$ cat config.mk
export PLATFORM = sky130hd
export DESIGN_NAME = pipe_skid_stage
export DESIGN_NICKNAME = d
export VERILOG_FILES = /design/src/rtl/pipe_pkg.sv /design/src/rtl/pipe_slot.sv /design/src/rtl/pipe_skid_stage.sv
export SDC_FILE = /design/constraint.sdc
export NUM_CORES = 1
export LEC_CHECK = 0
export ABC_AREA = 1
export CAP_MARGIN = 20
export CORE_MARGIN = 1.5
export CORE_UTILIZATION = 35
export DETAILED_ROUTE_END_ITERATION = 16
export GPL_ROUTABILITY_DRIVEN = 0
export PLACE_DENSITY_LB_ADDON = 0.08
export SYNTH_ARGS = -nofsm -noshare
export SYNTH_HDL_FRONTEND = slang
export SYNTH_HIERARCHICAL = 1
export SYNTH_SLANG_ARGS = --single-unit
$ cat constraint.sdc
create_clock -name clk -period 4.5 [get_ports clk]
set_clock_uncertainty 0.1 [all_clocks]
set_input_delay 0.9 -clock clk [delete_from_list [all_inputs] [get_ports clk]]
set_output_delay 0.9 -clock clk [all_outputs]
set_load 0.005 [all_outputs]
$ cat src/rtl/pipe_pkg.sv
// Shared definitions for the inter-stage pipeline registers: occupancy state,
// default payload width and the payload field layout used by every stage.
package pipe_pkg;

  typedef enum logic [1:0] {
    ST_EMPTY = 2'd0,
    ST_ONE   = 2'd1,
    ST_FULL  = 2'd2
  } pipe_state_e;

  localparam int PIPE_PAYLOAD_W = 101;

  // Payload layout, MSB to LSB: PC | instr | WB addr | WB value
  localparam int PIPE_WBV_LSB   = 0;
  localparam int PIPE_WBV_W     = 32;
  localparam int PIPE_WBA_LSB   = PIPE_WBV_LSB + PIPE_WBV_W;
  localparam int PIPE_WBA_W     = 5;
  localparam int PIPE_INSTR_LSB = PIPE_WBA_LSB + PIPE_WBA_W;
  localparam int PIPE_INSTR_W   = 32;
  localparam int PIPE_PC_LSB    = PIPE_INSTR_LSB + PIPE_INSTR_W;
  localparam int PIPE_PC_W      = 32;

  function automatic logic [PIPE_PAYLOAD_W-1:0] pipe_pack(
    input logic [PIPE_PC_W-1:0]    pc,
    input logic [PIPE_INSTR_W-1:0] instr,
    input logic [PIPE_WBA_W-1:0]   wb_addr,
    input logic [PIPE_WBV_W-1:0]   wb_val
  );
    logic [PIPE_PAYLOAD_W-1:0] p;
    p = '0;
    p[PIPE_PC_LSB    +: PIPE_PC_W]    = pc;
    p[PIPE_INSTR_LSB +: PIPE_INSTR_W] = instr;
    p[PIPE_WBA_LSB   +: PIPE_WBA_W]   = wb_addr;
    p[PIPE_WBV_LSB   +: PIPE_WBV_W]   = wb_val;
    return p;
  endfunction

endpackage

$ cat src/rtl/pipe_slot.sv
// One payload register plus valid bit. Clear (or reset) loads BUBBLE and
// drops valid; load captures new data; otherwise the slot holds.
module pipe_slot
  import pipe_pkg::*;
#(
  parameter int              W      = PIPE_PAYLOAD_W,
  parameter logic [W-1:0]    BUBBLE = '0
) (
  input  logic         clk,
  input  logic         reset,
  input  logic         i_load,
  input  logic         i_clear,
  input  logic [W-1:0] i_data,
  output logic [W-1:0] o_data,
  output logic         o_valid
);

  logic [W-1:0] r_data;
  logic         r_valid;

  // Clear has priority over load so a flush always squashes the slot
  always_ff @(posedge clk) begin
    if (reset || i_clear) begin
      r_data  <= BUBBLE;
      r_valid <= 1'b0;
    end else if (i_load) begin
      r_data  <= i_data;
      r_valid <= 1'b1;
    end
  end

  assign o_data  = r_data;
  assign o_valid = r_valid;

endmodule

$ cat src/rtl/pipe_skid_stage.sv
// Pipeline stage register with valid/ready handshake and a two-entry skid
// buffer. The main slot always drives the outputs; the skid slot absorbs the
// one extra beat that can arrive after downstream stalls, since in_ready is
// registered and reacts a cycle late.
//
//   state    | meaning
//   ST_EMPTY | no entry held, outputs show BUBBLE
//   ST_ONE   | main slot valid, skid empty
//   ST_FULL  | main and skid valid, upstream stalled
module pipe_skid_stage
  import pipe_pkg::*;
#(
  parameter int                    PAYLOAD_W = PIPE_PAYLOAD_W,
  parameter logic [PAYLOAD_W-1:0]  BUBBLE    = '0
) (
  input  logic                 clk,
  input  logic                 reset,
  input  logic                 flush,
  input  logic                 in_valid,
  output logic                 in_ready,
  input  logic [PAYLOAD_W-1:0] in_data,
  output logic                 out_valid,
  input  logic                 out_ready,
  output logic [PAYLOAD_W-1:0] out_data,
  output logic [1:0]           count
);

  pipe_state_e r_state;
  pipe_state_e w_state_nxt;
  logic        r_in_ready;

  logic                 w_push;
  logic                 w_pop;
  logic                 w_main_load;
  logic                 w_main_clear;
  logic                 w_main_sel_skid;
  logic                 w_skid_load;
  logic                 w_skid_clear;
  logic [PAYLOAD_W-1:0] w_main_din;
  logic [PAYLOAD_W-1:0] w_main_data;
  logic [PAYLOAD_W-1:0] w_skid_data;
  logic                 w_main_valid;
  logic                 w_skid_valid;

  assign w_push = in_valid & r_in_ready;
  assign w_pop  = w_main_valid & out_ready;

  // State and in_ready registers; in_ready looks at the next state so it
  // drops in the first FULL cycle and rises in the first cycle after leaving
  always_ff @(posedge clk) begin
    if (reset) begin
      r_state    <= ST_EMPTY;
      r_in_ready <= 1'b1;
    end else begin
      r_state    <= w_state_nxt;
      r_in_ready <= (w_state_nxt != ST_FULL);
    end
  end

  // Next-state decode from push/pop; flush squashes everything
  always_comb begin
    w_state_nxt = r_state;
    if (flush) begin
      w_state_nxt = ST_EMPTY;
    end else begin
      unique case (r_state)
        ST_EMPTY: if (w_push) w_state_nxt = ST_ONE;
        ST_ONE: begin
          if (w_push && !w_pop)      w_state_nxt = ST_FULL;
          else if (!w_push && w_pop) w_state_nxt = ST_EMPTY;
        end
        ST_FULL:  if (w_pop) w_state_nxt = ST_ONE;
        default:  w_state_nxt = ST_EMPTY;
      endcase
    end
  end

  // Slot controls: where main reloads from and when each slot clears
  always_comb begin
    w_main_load     = 1'b0;
    w_main_clear    = 1'b0;
    w_main_sel_skid = 1'b0;
    w_skid_load     = 1'b0;
    w_skid_clear    = 1'b0;
    if (flush) begin
      w_main_clear = 1'b1;
      w_skid_clear = 1'b1;
    end else begin
      unique case (r_state)
        ST_EMPTY: w_main_load = w_push;
        ST_ONE: begin
          if (w_push && w_pop)       w_main_load  = 1'b1;
          else if (w_push)           w_skid_load  = 1'b1;
          else if (w_pop)            w_main_clear = 1'b1;
        end
        ST_FULL: begin
          if (w_pop) begin
            w_main_load     = 1'b1;
            w_main_sel_skid = 1'b1;
            w_skid_clear    = 1'b1;
          end
        end
        default: begin
          w_main_clear = 1'b1;
          w_skid_clear = 1'b1;
        end
      endcase
    end
  end

  assign w_main_din = w_main_sel_skid ? w_skid_data : in_data;

  pipe_slot #(.W(PAYLOAD_W), .BUBBLE(BUBBLE)) u_main (
    .clk     (clk),
    .reset   (reset),
    .i_load  (w_main_load),
    .i_clear (w_main_clear),
    .i_data  (w_main_din),
    .o_data  (w_main_data),
    .o_valid (w_main_valid)
  );

  pipe_slot #(.W(PAYLOAD_W), .BUBBLE(BUBBLE)) u_skid (
    .clk     (clk),
    .reset   (reset),
    .i_load  (w_skid_load),
    .i_clear (w_skid_clear),
    .i_data  (in_data),
    .o_data  (w_skid_data),
    .o_valid (w_skid_valid)
  );

  assign in_ready  = r_in_ready;
  assign out_valid = w_main_valid;
  assign out_data  = w_main_data;
  assign count     = {1'b0, w_main_valid} + {1'b0, w_skid_valid};

endmodule
After elaboration in Yosys (flattened, before gate mapping)
Cells that the tools add are included.

word-level totals
  register bits = 207
  input port bits = 106
  output and inout port bits = 105
  word-level logic and storage cells = 45

operators by class
  add/subtract/negate cells = 1
  equality and inequality tests = 3
  mux-type cells = 23
  bitwise operators = 2
  reductions and logical operators = 10

operators with widths
  cell                                                                    number
  101-bit 2-to-1 mux                                                      1
  1-bit 2-to-1 mux                                                        13
  2-bit 2-to-1 mux                                                        5
  2-bit one-hot mux with 3 select lines                                   1
  1-bit one-hot mux with 2 select lines                                   2
  2-bit OR reduction                                                      2
  1-bit logical AND                                                       3
  1-bit one-hot mux with 3 select lines                                   1
  1-bit by 1-bit adder with 2-bit output                                  1
  1-bit bitwise AND                                                       2
  2-bit by 1-bit equality test with 1-bit output (second input constant)  1
  2-bit equality test (second input constant)                             1
  1-bit zero test                                                         2
  2-bit zero test                                                         1
  1-bit logical OR                                                        2
  2-bit != test (second input constant)                                   1

Logic depth before layout (Yosys ltp)
Gate-level depths: netlist of the first run.

  depth after elaboration = 8
  gate-level depth with buffers = 13
  depth with buffers taken out = 11

By module
Netlist of the first run, hierarchy kept.

modules (own cells, without submodules)
  module           times used  cells an instance  area each (µm²)  sequential area each (µm²)
  pipe_slot        2           643                4246.6           2042.0
  pipe_skid_stage  1           373                1759.2           60.1

Least setup slack after synthesis of the first run
OpenSTA, ideal clock, no wires.

  kind = input-to-reg
  start point = input port flush
  end point = register u_main.r_data[89], in the netlist u_main/o_data[89]
  setup time = 0.113 ns
  arrival = 1.851 ns
  data required time = 4.287 ns
  setup slack = 2.436 ns
  stages = 10
  path buffers = 4
  path through = inv_2 > buf_2 > o21ai_0 > a21oi_1 > buf_4 > buf_6 > buf_6 > nand2_1 > nand2_1 > nor2_1

between the ends
  elaborated cells between the ends (all ways) = 5
  classes of those cells = 4 x mux; 1 x reduce/logical

RTL lines
  what                  RTL line               text
  start, declared       pipe_skid_stage.sv:18  input logic flush,
  1-bit 2-to-1 mux      pipe_skid_stage.sv:85  if (flush) begin
  net w_main_load       pipe_skid_stage.sv:34  logic w_main_load;
  end signal, assigned  pipe_slot.sv:27        r_data <= i_data;
  end, declared         pipe_slot.sv:18        logic [W-1:0] r_data;

The timed path passes the listed nets, and every way through them passes these cells.
A chain may end at the register's enable or synchronous reset.

Final worst setup path of the first run
  start point = input port out_ready
  end point = register u_main.r_data[37], in the netlist u_main/o_data[37]

between the ends
  elaborated cells between the ends (all ways) = 14
  classes of those cells = 11 x mux; 1 x bitwise; 2 x reduce/logical

RTL lines
  what                RTL line                text
  start, declared     pipe_skid_stage.sv:23   input logic out_ready,
  1-bit bitwise AND   pipe_skid_stage.sv:46   assign w_pop = w_main_valid & out_ready;
  1-bit 2-to-1 mux    pipe_skid_stage.sv:97   if (w_pop) begin
  1-bit 2-to-1 mux    pipe_skid_stage.sv:89   unique case (r_state)
  1-bit 2-to-1 mux    pipe_skid_stage.sv:85
  101-bit 2-to-1 mux  pipe_skid_stage.sv:111  assign w_main_din = w_main_sel_skid ? w_skid_data : in_data;
  net w_main_din[37]  pipe_skid_stage.sv:39   logic [PAYLOAD_W-1:0] w_main_din;

The timed path passes the listed nets, and every way through them passes these cells.

==> out/qor.yml, run 1 <==
timing:
  max-slew-margin-rel_pct: 46.8
  final-setup-viol-count: 0
  hold_viol: 0
  whs_ps: 366
  final.min_clock_period_ps: 2790
  max_freq_mhz: 359
  drv_slew: 0
  rsz0062_at_grt: "false"
  min_period_over_period_pct: 61.9
  worst_pin_slew_ps: 798
  setup_tns_ps: 0
die:
  floorplan.die_area_mm2: 0.0303
  dieWidth_um: 174
  core_mm2: 0.0288
  die_h_um: 174
  rows: 62
  ioPinCount: 211
  start_util_pct: 35.6
clocking:
  cts_resized: 0
  cts_root_buf: "clkbuf_16"
  clkSlewWorstSetupHoldPaths_ps: 60
  cts.sinks: 207
  clock_latency_ps: 510
  cts_buffer_depth: 3
  cts_tree: "built"
  h-tree-depth: 1
  holdBufCountCts: 0
  cts_buffers: 25
  postCtsSetupBuffers: 0
logic_synthesis:
  syn_area_per_cell_um2: 6.18
  synthSimpleGateAreaFrac_pct: 43.0
  yosysUniqueCellTypes: 19
  syn_inst: 1659
  synthMuxAreaShare_pct: 0
  yosysWarnings: 6
  netlist_area_mm2: 0.0103
  synth_fa_ha_area_share_pct: 0.122
  synth_compound_area_share_pct: 0.366
  ys_ff_latch: 207
  syn_nets: 1766
  synth_top_family_by_area: "simple AND/OR/NAND/NOR gates"
  synth_xor_area_share_pct: 0
  synth_seq_area_share_pct: 40.4
min_path:
  min_to: "u_skid/o_data[56]"
  min_from: "u_skid/o_data[56]"
  hold_class: "register to register"
  holdPathStages: 2
power_and_ir_drop:
  leakage_nw: 5.94
  pwr_density_cell_mw_per_mm2: 331
  vdd_drop_max_mv: 0.227
detailed_routing:
  highest_layer: "met4"
  wirelength_um: 27100
  met2WireLength_um: 12300
  vias_per_cell: 4.28
  via_count: 9468
  dr_wl_met3_um: 1480
  dr.pass1.iters: 5
  met1_length_um: 13100
  wire_per_inst_um: 12.3
  first_iter_violations: 532
  antenna_left: 0
  drc: 0
worst_setup_path:
  regToRegSetupSlack_ps: 2160
  rr_startpoint: "u_main/o_valid"
  worst_setup_path_end_kind: "register"
  required_ps: 4850
  r2r-end: "u_main/o_data[37]"
  worstPathMaxFanout: 56
  reg2reg_depth: 12
  critPathKind: "input port to register"
  cp.arrival_ps: 3140
  start_kind: "input port"
global_route:
  antenna_found_initial: 1
  grt_usage_pct: 18.0
  grt_pass1_vias: 8643
  grt_max_degree: 76
  gr-total-overflow: 0
  grt_pass1_wl_um: 44900
layout:
  final_nets: 1919
  area_growth_pct: 26.9
  final_area_mm2: 0.0130
  layout-drive-gt1-share_pct: 3.34
place:
  port_buffers: 210
  dpl.hpwl_um: 16600
  placed_area_mm2: 0.0122
status:
  outcome: "complete, no violations"
flow_run:
  cap_viol_max_count: 0
layout by cell type (no fill, tap or decap), types with 2 or more instances in the layout:
cell type	count
nand2_1	619
nor2_1	407
clkdlybuf4s50_1	210
dfxtp_1	207
inv_1	206
nand3_1	103
clkbuf_16	25
clkbuf_8	9
buf_4	9
buf_12	7
clkbuf_1	6
nor2_4	4
clkinv_2	2
o21a_1	2
layer usage:
layer  up-vias  GRT usage [%]
li1       5122              -
met1      4148           24.1
met2       178           30.0
met3        20           3.63
met4         0           3.56
met5         -              0
cells by family (layout without fill, tap and decap cells):
family / count (synthesis) / after routing
DFF: 207 / 207
adders and majority gates: 1 / 1
AOI/OAI and AO/OA: 6 / 6
buffers and inverters: 310 / 476
and+or+nand+nor: 1135 / 1135
other: 0 / 1
where the power goes:
group / internal, mW / leakage [nW] / switching (mW)
logic: 0.239 / 3.89 / 0.256
registers: 1.87 / 1.68 / 0.0226
clock network: 1.15 / 0.380 / 0.757
total: 3.27 / 5.94 / 1.04
worst max-delay path, cell delays in order:
cell and delay (ps):
clkdlybuf4s50_1 450, nand2_1 110, inv_1 130, nand2_2 110
clkinv_2 80, buf_4 560, buf_16 300, nand3_1 110
nand2_1 100, inv_1 40, nand2_1 40, nand2_1 50
nor2_1 90
cells in the mapped netlist:
library cell,count,area [um^2]
nor2_1,408,1530
dfxtp_1,207,4140
o21a_1,2,15.0
nor2_2,2,12.5
ha_1,1,12.5
buf_1,1,3.75
clkbuf_1,8,30.0
inv_2,3,11.3
o31ai_1,1,7.51
inv_1,206,773
a21oi_1,2,10.0
buf_6,56,631
o21ai_0,1,5.00
nand3_1,103,515
buf_2,26,130
nand2_2,1,6.26
buf_4,10,75.1
nand2_1,620,2330
nor2_4,1,11.3
flip-flops by register name, indices dropped and copies added (netlist names):
name,flops
u_main/o_data,101
u_skid/o_data,101
r_state,2
in_ready,1
u_main/o_valid,1
u_skid/o_valid,1
worst max-delay path by stage:
| stage | start | end | slack (ps) | cells after the start |
|---|---|---|---|---|
| final | out_ready | u_main/o_data[37] | 1710 | 13 |
| after global routing | out_ready | u_main/o_data[34] | 1530 | 13 |
| after CTS | out_ready | u_main/o_data[37] | 1710 | 13 |
| after detailed placement | out_ready | u_main/o_data[37] | 1180 | 13 |
| after global placement | out_ready | u_main/o_data[91] | 1050 | 12 |
| after floorplan | flush | u_main/o_data[89] | 2440 | 10 |
final cells by class:
type	count	area, um^2
Antenna cell	1	2.50
Fill cell	3082	15800
Tap cell	384	480
Timing Repair Buffer	227	2340
Clock buffer	40	772
Inverter	209	787
Sequential cell	207	4140
Multi-Input combinational cell	1142	4490
per-stage QoR:
| stage | worst slack (ps) | util, % | total power [mW] | cells |
|---|---|---|---|---|
| floorplan | 2440 | - | 2.23 | 1659 |
| global placement | 1050 | 42.4 | 2.44 | 2168 |
| detailed placement | 1180 | 42.5 | 2.44 | 2169 |
| CTS | 1710 | 45.2 | 4.39 | 2209 |
| global route | 1530 | 45.2 | 4.53 | 2209 |
| finish | 1710 | 45.2 | 4.30 | 2210 |
Power figures use the tool's default switching activity.
==> run 2, diff against run 1 <==
clock period = 2.5 ns   (was 4.5 ns; I/O delays follow)
==> run 2 against run 1 <==
Flip-flop and latch count unchanged. Cell count increased by 1.0%. Critical endpoint is now count[0]. Sequential share of layout area decreased by 1.1 points. Cell area increased by 3.7%. Sequential power increased by 79%. Combinational power increased by 88%. Non-clock buffer count increased by 15. Power increased by 100%. Count of clock-buffer cells in the layout decreased by 3. Routed wire length decreased by 0.57%. Global-route usage decreased by 0.18 points. Via count about the same.
==> out/qor.yml, run 2 (same netlist as run 1, synthesis figures left out) <==
worst_setup_path:
  worst_setup_path_end_kind: "output pin"  # was register
  worstPathMaxFanout: 4  # was 56
  critPathKind: "register to output pin"  # was input port to register
  reg2reg_depth: 11  # was 12
  required_ps: 1900  # was 4850 ps
  cp.arrival_ps: 1640  # was 3140 ps
  start_kind: "register"  # was input port
die:
  ioPinCount: 211  # unchanged
  die_h_um: 174  # unchanged
  floorplan.die_area_mm2: 0.0303  # unchanged
  core_mm2: 0.0288  # unchanged
  start_util_pct: 35.6  # unchanged
  dieWidth_um: 174  # unchanged
  rows: 62  # unchanged
detailed_routing:
  wire_per_inst_um: 12.1  # was 12.3 um
  via_count: 9475  # was 9468
  dr.pass1.iters: 5  # unchanged
  vias_per_cell: 4.25  # was 4.28
  antenna_left: 0  # unchanged
  wirelength_um: 27000  # was 27100 um
  first_iter_violations: 520  # was 532
  drc: 0  # unchanged
global_route:
  grt_usage_pct: 17.8  # was 18.0%
  grt_pass1_wl_um: 44600  # was 44900 um
  gr-total-overflow: 0  # unchanged
  grt_pass1_vias: 8868  # was 8643
  grt_max_degree: 80  # was 76
  antenna_found_initial: 0  # was 1
clocking:
  cts_buffers: 26  # was 25
  cts_tree: "built"  # unchanged
  cts_resized: 0  # unchanged
  postCtsSetupBuffers: 0  # unchanged
  holdBufCountCts: 0  # unchanged
  clock_latency_ps: 520  # was 510 ps
  clkSlewWorstSetupHoldPaths_ps: 60  # about the same
  h-tree-depth: 1  # unchanged
  cts.sinks: 207  # unchanged
  cts_root_buf: "clkbuf_16"  # unchanged
  cts_buffer_depth: 3  # unchanged
power_and_ir_drop:
  pwr-share-comb_pct: 10.8  # was 11.5%
  pwr_density_cell_mw_per_mm2: 637  # was 331 mW/mm^2
  p_clk_share_pct: 49.5  # was 44.4%
  leakage_nw: 6.18  # was 5.94 nW
  p_sw_share_pct: 23.0  # was 24.1%
  seqPwrFrac_pct: 39.7  # was 44.1%
  vdd_drop_max_mv: 0.394  # was 0.227 mV
  fin_total_pwr_mw: 8.60  # was 4.30 mW
  p_int_mw: 6.62  # was 3.27 mW
  p_switching_mw: 1.97  # was 1.04 mW
layout:
  most-common-layout-cells: "nand2_1, nor2_1, clkdlybuf4s50_1"  # unchanged
  layout-drive-gt1-share_pct: 4.71  # was 3.34%
  final_nets: 1935  # was 1919
  antenna_cells: 0  # was 1
  final_common_cell: "nand2_1"  # unchanged
  post-route-util_pct: 46.9  # was 45.2%
  fin_cells: 2232  # was 2210
  area_growth_pct: 31.7  # was 26.9%
timing:
  max_freq_mhz: 447
  whs_ps: 367  # was 366 ps
  drv_slew: 0  # unchanged
  worst_pin_slew_ps: 407  # was 798 ps
  final-setup-viol-count: 0  # unchanged
  rsz0062_at_grt: "false"  # unchanged
  setup_tns_ps: 0  # unchanged
  min_period_over_period_pct: 89.4
  final.min_clock_period_ps: 2240
  hold_viol: 0  # unchanged
  max-slew-margin-rel_pct: 72.9  # was 46.8%
place:
  dpl.cell_count: 2184  # was 2169
  dpl.hpwl_um: 17100  # was 16600 um
  port_buffers: 210  # unchanged
status:
  outcome: "complete, no violations"  # unchanged
min_path:
  hold_class: "register to register"  # unchanged
  holdPathStages: 1  # was 2
flow_run:
  cap_viol_max_count: 0  # unchanged
run 2: changes by cell type in the layout (fill, tap and decap cells not counted), sizes merged:
| cell | previous run | this run |
|---|---|---|
| buf | 17 | 32 |
| clkbuf | 40 | 37 |
| bufinv | 0 | 6 |
| clkinvlp | 0 | 1 |
| clkinv | 2 | 6 |
| diode | 1 | 0 |
run 2: cell type report:
cell class              instances  area, um^2
repair buffers                242        2610
inverters                     209         787
multi-input cells            1142        4490
clock buffers                  37         783
fillers                      3086       15300
flip-flops and latches        207        4140
well taps                     384         480
clock inverters                11         208
run 2: critical path: stages, from the launching register on:
cell	delay [ps]
dfxtp_1	340
ha_1	280
clkdlybuf4s50_1	490
run 2: path summary, 6_finish.rpt:
| kind | start | to | slack [ps] |
|---|---|---|---|
| worst max-delay path | u_main/o_valid | count[0] | 260 |
| worst min-delay path | u_skid/o_valid | u_skid/o_valid | 370 |
| worst max register to register | u_main/o_valid | u_main/o_data[42] | 700 |
| worst min register to register | u_skid/o_valid | u_skid/o_valid | 370 |
run 2: routing by layer:
layer,share of wire (%),up-vias,global-route usage (%)
met1,48,4104,23.5
met2,45,178,30.0
met3,5.4,32,3.70
met5,0,-,0
li1,-,5161,-
met4,1.4,0,3.70
run 2: power groups by stage:
stage	Sequential (mW)	Combinational, mW	Clock [mW]
floorplan	3.48	0.527	0
global placement	3.48	0.938	0
detailed placement	3.48	0.939	0
CTS	3.41	0.943	4.38
global route	3.42	1.06	4.53
finish	3.41	0.930	4.25
run 2: stage by stage:
stage | cell area [um^2] | setup WS, ps
after global routing | 13500 | 209
final | 13500 | 264
after CTS | 13500 | 238
after floorplan | 10300 | 836
after global placement | 12500 | 155
after detailed placement | 12500 | 138
